==> src/rtl/fp_divider.sv <==
// fp_divider: sequential FP32 divider, restoring mantissa divide, 1 bit/cycle.
// Define FP_DIVIDER_RNE_EN for round-to-nearest-even; default truncates.
module fp_divider #(
  parameter int EXP_BIAS = 127,
  parameter int QBITS    = 26
) (
  input  logic        clk,
  input  logic        rst,
  input  logic        start,
  input  logic [31:0] A,
  input  logic [31:0] B,
  output logic        busy,
  output logic        done,
  output logic [31:0] Q,
  output logic        div_by_zero,
  output logic        invalid
);

  localparam int CW = $clog2(QBITS);

  typedef enum logic [2:0] {
    S_IDLE,
    S_UNPACK,
    S_DIVIDE,
    S_ROUND,
    S_DONE
  } state_t;

  state_t             r_state;
  logic               r_ph;
  logic [31:0]        r_a;
  logic [31:0]        r_b;
  logic               r_sign;
  logic signed [9:0]  r_exp;
  logic [23:0]        r_mb;
  logic [24:0]        r_rem;
  logic [QBITS-1:0]   r_q;
  logic [CW-1:0]      r_cnt;
  logic               r_a_nan, r_a_inf, r_a_zero;
  logic               r_b_nan, r_b_inf, r_b_zero;

  logic               w_ge;
  logic [24:0]        w_sub;
  logic               w_hi;
  logic signed [9:0]  w_exp_adj;
  logic signed [9:0]  w_exp_f;
  logic [22:0]        w_frac;
  logic [31:0]        w_res;
  logic               w_inv;

  assign w_ge  = r_rem >= {1'b0, r_mb};
  assign w_sub = r_rem - {1'b0, r_mb};
  assign w_hi  = r_q[QBITS-1];
  assign w_inv = r_a_nan | r_b_nan |
                 (r_a_zero & r_b_zero) |
                 (r_a_inf & r_b_inf);

  always_comb begin
    w_exp_adj = w_hi ? r_exp : r_exp - 10'sd1;
    w_exp_f   = w_exp_adj;
    w_frac    = '0;
`ifdef FP_DIVIDER_RNE_EN
    begin
      logic [23:0] v_sig;
      logic        v_g, v_s, v_inc;
      logic [24:0] v_sum;
      v_sig = w_hi ? r_q[QBITS-1 -: 24] : r_q[QBITS-2 -: 24];
      v_g   = w_hi ? r_q[QBITS-25] : r_q[QBITS-26];
      v_s   = (w_hi & r_q[QBITS-26]) | (|r_rem);
      v_inc = v_g & (v_s | v_sig[0]);
      v_sum = {1'b0, v_sig} + {24'd0, v_inc};
      // Carry out means the significand rolled over to 1.000...
      if (v_sum[24]) begin
        w_frac  = v_sum[23:1];
        w_exp_f = w_exp_adj + 10'sd1;
      end else begin
        w_frac  = v_sum[22:0];
      end
    end
`else
    w_frac = w_hi ? r_q[QBITS-2 -: 23] : r_q[QBITS-3 -: 23];
`endif
    if (w_exp_f >= 10'sd255)
      w_res = {r_sign, 8'hFF, 23'd0};
    else if (w_exp_f <= 10'sd0)
      w_res = {r_sign, 31'd0};
    else
      w_res = {r_sign, w_exp_f[7:0], w_frac};
  end

  always_ff @(posedge clk) begin
    if (rst) begin
      r_state     <= S_IDLE;
      r_ph        <= 1'b0;
      r_a         <= '0;
      r_b         <= '0;
      r_sign      <= 1'b0;
      r_exp       <= '0;
      r_mb        <= '0;
      r_rem       <= '0;
      r_q         <= '0;
      r_cnt       <= '0;
      r_a_nan     <= 1'b0;
      r_a_inf     <= 1'b0;
      r_a_zero    <= 1'b0;
      r_b_nan     <= 1'b0;
      r_b_inf     <= 1'b0;
      r_b_zero    <= 1'b0;
      busy        <= 1'b0;
      done        <= 1'b0;
      Q           <= '0;
      div_by_zero <= 1'b0;
      invalid     <= 1'b0;
    end else begin
      case (r_state)
        S_IDLE: begin
          done <= 1'b0;
          if (start) begin
            r_a     <= A;
            r_b     <= B;
            r_ph    <= 1'b0;
            busy    <= 1'b1;
            r_state <= S_UNPACK;
          end
        end
        S_UNPACK: begin
          // Phase 0 splits fields, phase 1 classifies.
          if (!r_ph) begin
            r_ph     <= 1'b1;
            r_sign   <= r_a[31] ^ r_b[31];
            r_exp    <= $signed({2'b00, r_a[30:23]})
                      - $signed({2'b00, r_b[30:23]})
                      + 10'(EXP_BIAS);
            r_rem    <= {1'b0, 1'b1, r_a[22:0]};
            r_mb     <= {1'b1, r_b[22:0]};
            r_a_zero <= r_a[30:23] == 8'h00;
            r_b_zero <= r_b[30:23] == 8'h00;
            r_a_nan  <= (r_a[30:23] == 8'hFF) & (|r_a[22:0]);
            r_b_nan  <= (r_b[30:23] == 8'hFF) & (|r_b[22:0]);
            r_a_inf  <= (r_a[30:23] == 8'hFF) & ~(|r_a[22:0]);
            r_b_inf  <= (r_b[30:23] == 8'hFF) & ~(|r_b[22:0]);
          end else begin
            r_ph    <= 1'b0;
            r_cnt   <= '0;
            r_q     <= '0;
            r_state <= S_DONE;
            if (w_inv) begin
              Q           <= 32'h7FC00000;
              invalid     <= 1'b1;
              div_by_zero <= 1'b0;
            end else if (r_a_inf | r_b_zero) begin
              Q           <= {r_sign, 8'hFF, 23'd0};
              invalid     <= 1'b0;
              div_by_zero <= r_b_zero;
            end else if (r_a_zero | r_b_inf) begin
              Q           <= {r_sign, 31'd0};
              invalid     <= 1'b0;
              div_by_zero <= 1'b0;
            end else begin
              r_state     <= S_DIVIDE;
            end
            if (w_inv | r_a_inf | r_b_zero | r_a_zero | r_b_inf) begin
              busy <= 1'b0;
              done <= 1'b1;
            end
          end
        end
        S_DIVIDE: begin
          r_rem <= w_ge ? (w_sub << 1) : (r_rem << 1);
          r_q   <= {r_q[QBITS-2:0], w_ge};
          r_cnt <= r_cnt + 1'b1;
          if (r_cnt == CW'(QBITS-1))
            r_state <= S_ROUND;
        end
        S_ROUND: begin
          Q           <= w_res;
          invalid     <= 1'b0;
          div_by_zero <= 1'b0;
          busy        <= 1'b0;
          done        <= 1'b1;
          r_state     <= S_DONE;
        end
        S_DONE: begin
          done    <= 1'b0;
          r_state <= S_IDLE;
        end
        default: r_state <= S_IDLE;
      endcase
    end
  end

endmodule
==> config.mk <==
export PLATFORM = sky130hd
export DESIGN_NAME = fp_divider
export DESIGN_NICKNAME = d
export VERILOG_FILES = /design/src/rtl/fp_divider.sv
export SDC_FILE = /design/constraint.sdc
export NUM_CORES = 1
export LEC_CHECK = 0
export ABC_AREA = 1
export CAP_MARGIN = 20
export CELL_PAD_IN_SITES_DETAIL_PLACEMENT = 2
export CELL_PAD_IN_SITES_GLOBAL_PLACEMENT = 2
export CORE_MARGIN = 3
export CORE_UTILIZATION = 36
export CTS_BUF_LIST = sky130_fd_sc_hd__clkbuf_4
export DETAILED_ROUTE_END_ITERATION = 8
export GPL_TIMING_DRIVEN = 0
export PLACE_DENSITY_LB_ADDON = 0.1
export SETUP_SLACK_MARGIN = 0.15
export SYNTH_ARGS = -nofsm -noshare
export SYNTH_HDL_FRONTEND = slang
export SYNTH_SLANG_ARGS = --single-unit
==> constraint.sdc <==
create_clock -name clk -period 5.9 [get_ports clk]
set_input_delay 1.475 -clock clk [delete_from_list [all_inputs] [get_ports clk]]
set_output_delay 1.475 -clock clk [all_outputs]
set_load 0.05 [all_outputs]
* After elaboration in Yosys (flattened, before gate mapping)
Index checks and enable logic that the tools add are counted.
** Word-level totals
- Bits in registers :: 201
- Bits in latches :: 0
- RAM bits :: 0
- Bits in read-only memories :: 0
- Logic and storage cells :: 123
- Memories :: 0
** Cells by class
- Add/sub/neg operators :: 5
- Multipliers :: 0
- Divide/modulo/power cells :: 0
- Order comparisons :: 3
- Equal/unequal tests :: 13
- Shifts and indexed selects :: 0
- Multiplexer cells :: 42
- Bitwise logic cells :: 19
- Reductions and logical operators :: 20
** Operator list (number)
- 2-to-1 mux 32 bit :: 4
- case mux 32 bit (2 select lines) :: 1
- 2-to-1 mux 31 bit :: 2
- case mux 26 bit (2 select lines) :: 1
- 2-to-1 mux 25 bit :: 2
- case mux 25 bit (2 select lines) :: 1
- OR reduction 23 bit :: 2
- 2-to-1 mux 26 bit :: 1
- greater-or-equal comparator 25 x 24 -> 1 bit :: 1
- subtractor 24 bit :: 1
- 2-to-1 mux 23 bit :: 1
- 2-to-1 mux 3 bit :: 6
- equality test 8 bit (second input constant) :: 2
- logical NOT 8 bit :: 2
- 2-to-1 mux 1 bit :: 14
- case mux 3 bit (4 select lines) :: 1
- adder 9 x 8 -> 10 bit (second input constant) :: 1
- greater-or-equal comparator 10 x 9 -> 1 bit (second input constant) :: 1
- less-or-equal comparator 10 x 1 -> 1 bit (second input constant) :: 1
- 2-to-1 mux 10 bit :: 1
- != test 2 bit (second input constant) :: 5
- case mux 5 bit (2 select lines) :: 1
- AND reduction 2 bit :: 5
- subtractor 10 x 2 -> 10 bit (second input constant) :: 1
- 20 further kinds :: 44

* Logic depth before layout (Yosys ltp)
- Depth in word-level cells :: 10
- Mapped depth :: 15

* Least setup slack after synthesis
OpenSTA, ideal clock, no wires.
- Path kind :: input to register
- From :: input rst
- To :: register r_cnt[1]
- Library setup time :: 0.136 ns
- Arrival time :: 2.502 ns
- Data required time :: 5.764 ns
- Path slack :: 3.262 ns
- Cell stages on the path :: 4
- Path buffers :: 3
- Path through :: clkbuf_1 > clkbuf_1 > clkbuf_1 > nor2_1
** RTL lines
- start: declaration :: line 8 : input logic rst,
- end signal: assignment :: line 171 : r_cnt <= r_cnt + 1'b1;
- end: declaration :: line 38 : logic [CW-1:0] r_cnt;
No word-level cell between the ends.

* Final worst setup path
- From :: input rst
- To :: register Q[21]
** RTL lines
- end signal: assignment :: line 152 : Q <= {r_sign, 8'hFF, 23'd0};
- end signal: assignment :: line 156 : Q <= {r_sign, 31'd0};
- end signal: assignment :: line 176 : Q <= w_res;
- end: declaration :: line 14 : output logic [31:0] Q,
No word-level cell between the ends.

==> results.yml <==
status:
  outcome: "finished, final reports clean"
die:
  io_pins: 103
  die_w_um: 180
  die_height_um: 180
  die_area_um2: 32400
  start_util_pct: 36.6
  rows: 63
  core_region_area_um2: 29800
global_routing:
  grt_max_degree: 17
  grt_use_met3_pct: 3.96
  grtUsageTotal_pct: 26.6
  use_met2_pct: 46.5
  grt_pass1_vias: 12900
  busiest_layer: "met2"
  met1_usage_pct: 34.6
  grt_pass1_wl_mm: 70.2
  antenna_found_initial: 1
  grt-ovfl-total: 0
routing:
  wl_per_cell_um: 20.0
  viasPerCell: 5.26
  drt_first_pass_iters: 5
  wl_mm: 43.9
  via_count: 11600
  drt_iter0_markers: 446
  ant_nets: 0
  drc: 0
yosys:
  synthArstFlopShare_pct: 0
  synth-main-ff-cell: "dfxtp_1"
  syn_area_per_cell_um2: 6.77
  netlist_area_um2: 10900
  synth_cell_types: 51
  syn_nets: 1717
  ys_ff_latch: 201
  yosysSeqAreaShare_pct: 36.9
  synth_edf_count: 0
  syn_inst: 1612
  yosysWarnings: 0
setup_path:
  start_kind: "input port"
  worstPathArrival_ns: 4.00
  rr_endpoint: "r_rem[18]"
  cp_max_fo: 10
  endpoint_kind: "flop"
  required_ns: 6.45
  r2r_setup_slack_ns: 3.25
  r2r_cells: 15
  criticalPathCategory: "in -> reg"
  crit_path_start: "rst"
  r2r-start: "r_mb[11]"
clock_tree:
  cts_resized: 0
  cts.sinks: 201
  clk_latency_ns: 0.71
  hold_buffers: 0
  cts_max_path_buffers: 3
  postCtsSetupBuffers: 0
  cts-root-buf: "clkbuf_4"
  clk_pin_slew_ns: 0.07
  cts_tree: "done"
  cts_buffers: 56
  h-tree-depth: 2
finish:
  drive_gt1_share_pct: 9.08
  final_net_count: 1877
  fill_cells: 3586
  area_growth_pct: 20.0
  stdcell_count: 2198
timing:
  maxSlewHeadroom_pct: 45.3
  finalSetupViolations: 0
  maxSlewViolCount: 0
  min_period_ns: 3.46
  worstMarginPinSlew_ns: 0.820
  max_freq_mhz: 289
  hold_viol: 0
  rsz0062_at_grt: "false"
  whs_ns: 0.449
  post-route-period-util_pct: 58.6
  finClkSkew_ns: 0.0667
  setup_tns_ns: 0
worst_hold_path:
  holdPathEnd: "r_q[6]"
  whs_path_depth: 2
  min_path_type: "reg -> reg"
  hp-start: "r_q[5]"
power:
  p_per_area_nw_per_um2: 639
  leakagePower_nw: 5.62
  p_total_mw: 8.37
  peakVddDrop_v: 0.000230
placed_design:
  dp_cells: 2104
  gp_congestion: 0.862
  port_buffers: 102
  dp_hpwl_mm: 32.9
flow_run:
  cap_violations: 0
==> kinds of logic (layout without fill, tap and decap cells) <==
kind of cell / Yosys count / count (layout) / synth area share (%)
flip-flops: 201 / 201 / 36.9
XOR/XNOR: 17 / 17 / 1.36
buffers and inverters: 307 / 502 / 11.1
adder cells (fa/ha/maj): 38 / 38 / 4.49
other: 0 / 1 / 0
AND/OR/NAND/NOR: 672 / 672 / 27.4
AO/OA/AOI/OAI: 377 / 377 / 18.8
==> worst max path at each step <==
stage / to / slack (ns) / depth (start not counted)
floorplan: r_cnt[1] / 3.26 / 4
global placement: Q[1] / 1.80 / 5
detailed placement: Q[20] / 1.74 / 5
CTS: done / 2.47 / 1
global route: Q[21] / 2.38 / 5
finish: Q[21] / 2.44 / 5
==> metal layers <==
metal  wire (um)  vias up
li1            -     5605
met1       20300     5677
met2       21300      215
met3        1660       56
met4         690        0
met5           0        -
==> synth_stat cells, types with 3 or more instances <==
library cell / n / area share (%)
xor2_1: 10 / 0.80
nand2_2: 15 / 0.86
nand3b_1: 13 / 0.89
dfxtp_1: 201 / 37
buf_6: 3 / 0.31
inv_2: 11 / 0.38
nor3_1: 11 / 0.50
a311oi_1: 10 / 0.80
nor2_4: 4 / 0.41
buf_2: 10 / 0.46
clkbuf_1: 57 / 2.0
o21a_1: 9 / 0.62
a21oi_1: 191 / 8.8
a21oi_2: 12 / 0.96
nand4_1: 44 / 2.5
nor2_2: 8 / 0.46
o21ai_0: 135 / 6.2
o21bai_1: 5 / 0.34
nand3_1: 74 / 3.4
xnor2_1: 7 / 0.56
ha_1: 36 / 4.1
nand2_1: 420 / 14
nor2_1: 59 / 2.0
inv_1: 220 / 7.6
nor4_1: 12 / 0.69
==> layout by cell type (no fill, tap or decap), types with 7 or more instances in the layout <==
master           count
nand2_1            420
inv_1              220
dfxtp_1            201
a21oi_1            191
o21ai_0            135
clkdlybuf4s50_1    102
clkbuf_4            82
nand3_1             74
nor2_1              59
clkbuf_1            57
nand4_1             44
ha_1                36
nand2_2             15
nand3b_1            13
inv_2               12
a21oi_2             12
nor4_1              12
nor3_1              11
xor2_1              10
buf_2               10
a311oi_1            10
o21a_1               9
nor2_2               8
xnor2_1              7
clkinv_1             7
==> per-stage QoR <==
stage | worst slack (ns) | cell area, um^2 | utilization [%]
6_report | 2.44 | 13100 | 43.9
5_1_grt | 2.38 | 13100 | 43.9
4_1_cts | 2.47 | 13100 | 43.9
3_5_place_dp | 1.74 | 12400 | 41.7
3_3_place_gp | 1.80 | 12400 | 41.7
2_1_floorplan | 3.26 | 10900 | -
==> state kept, by name (all words and copies together) (netlist names), 3 cells and up <==
register / cells
r_mb: 24
Q: 32
r_state: 3
r_q: 26
r_exp: 10
r_a: 32
r_cnt: 5
r_b: 32
r_rem: 25
==> critical path, cell delays in order <==
cell             delay [ns]
clkdlybuf4s50_1        0.54
clkbuf_1               0.51
clkbuf_1               0.68
clkbuf_1               0.69
a21oi_1                0.10
==> power by group <==
part	switching, mW	total (mW)	internal, mW
clock	0.630	1.26	0.633
combinational	3.55	5.12	1.57
sequential	0.288	1.99	1.70
total	4.47	8.37	3.90
==> final cells by class <==
cell class / instances / area, um^2 / share of cell area (%)
plain buffers: 75 / 335 / 2.56
inverters: 232 / 871 / 6.65
multi-input cells: 1104 / 5680 / 43.4
clock inverters: 11 / 53.8 / 0.411
flip-flops and latches: 201 / 4020 / 30.7
diodes: 1 / 2.50 / 0.0191
well taps: 390 / 488 / 3.73
repair buffers: 102 / 1020 / 7.80
clock buffers: 82 / 616 / 4.70
(Power assumes the default switching activity.)
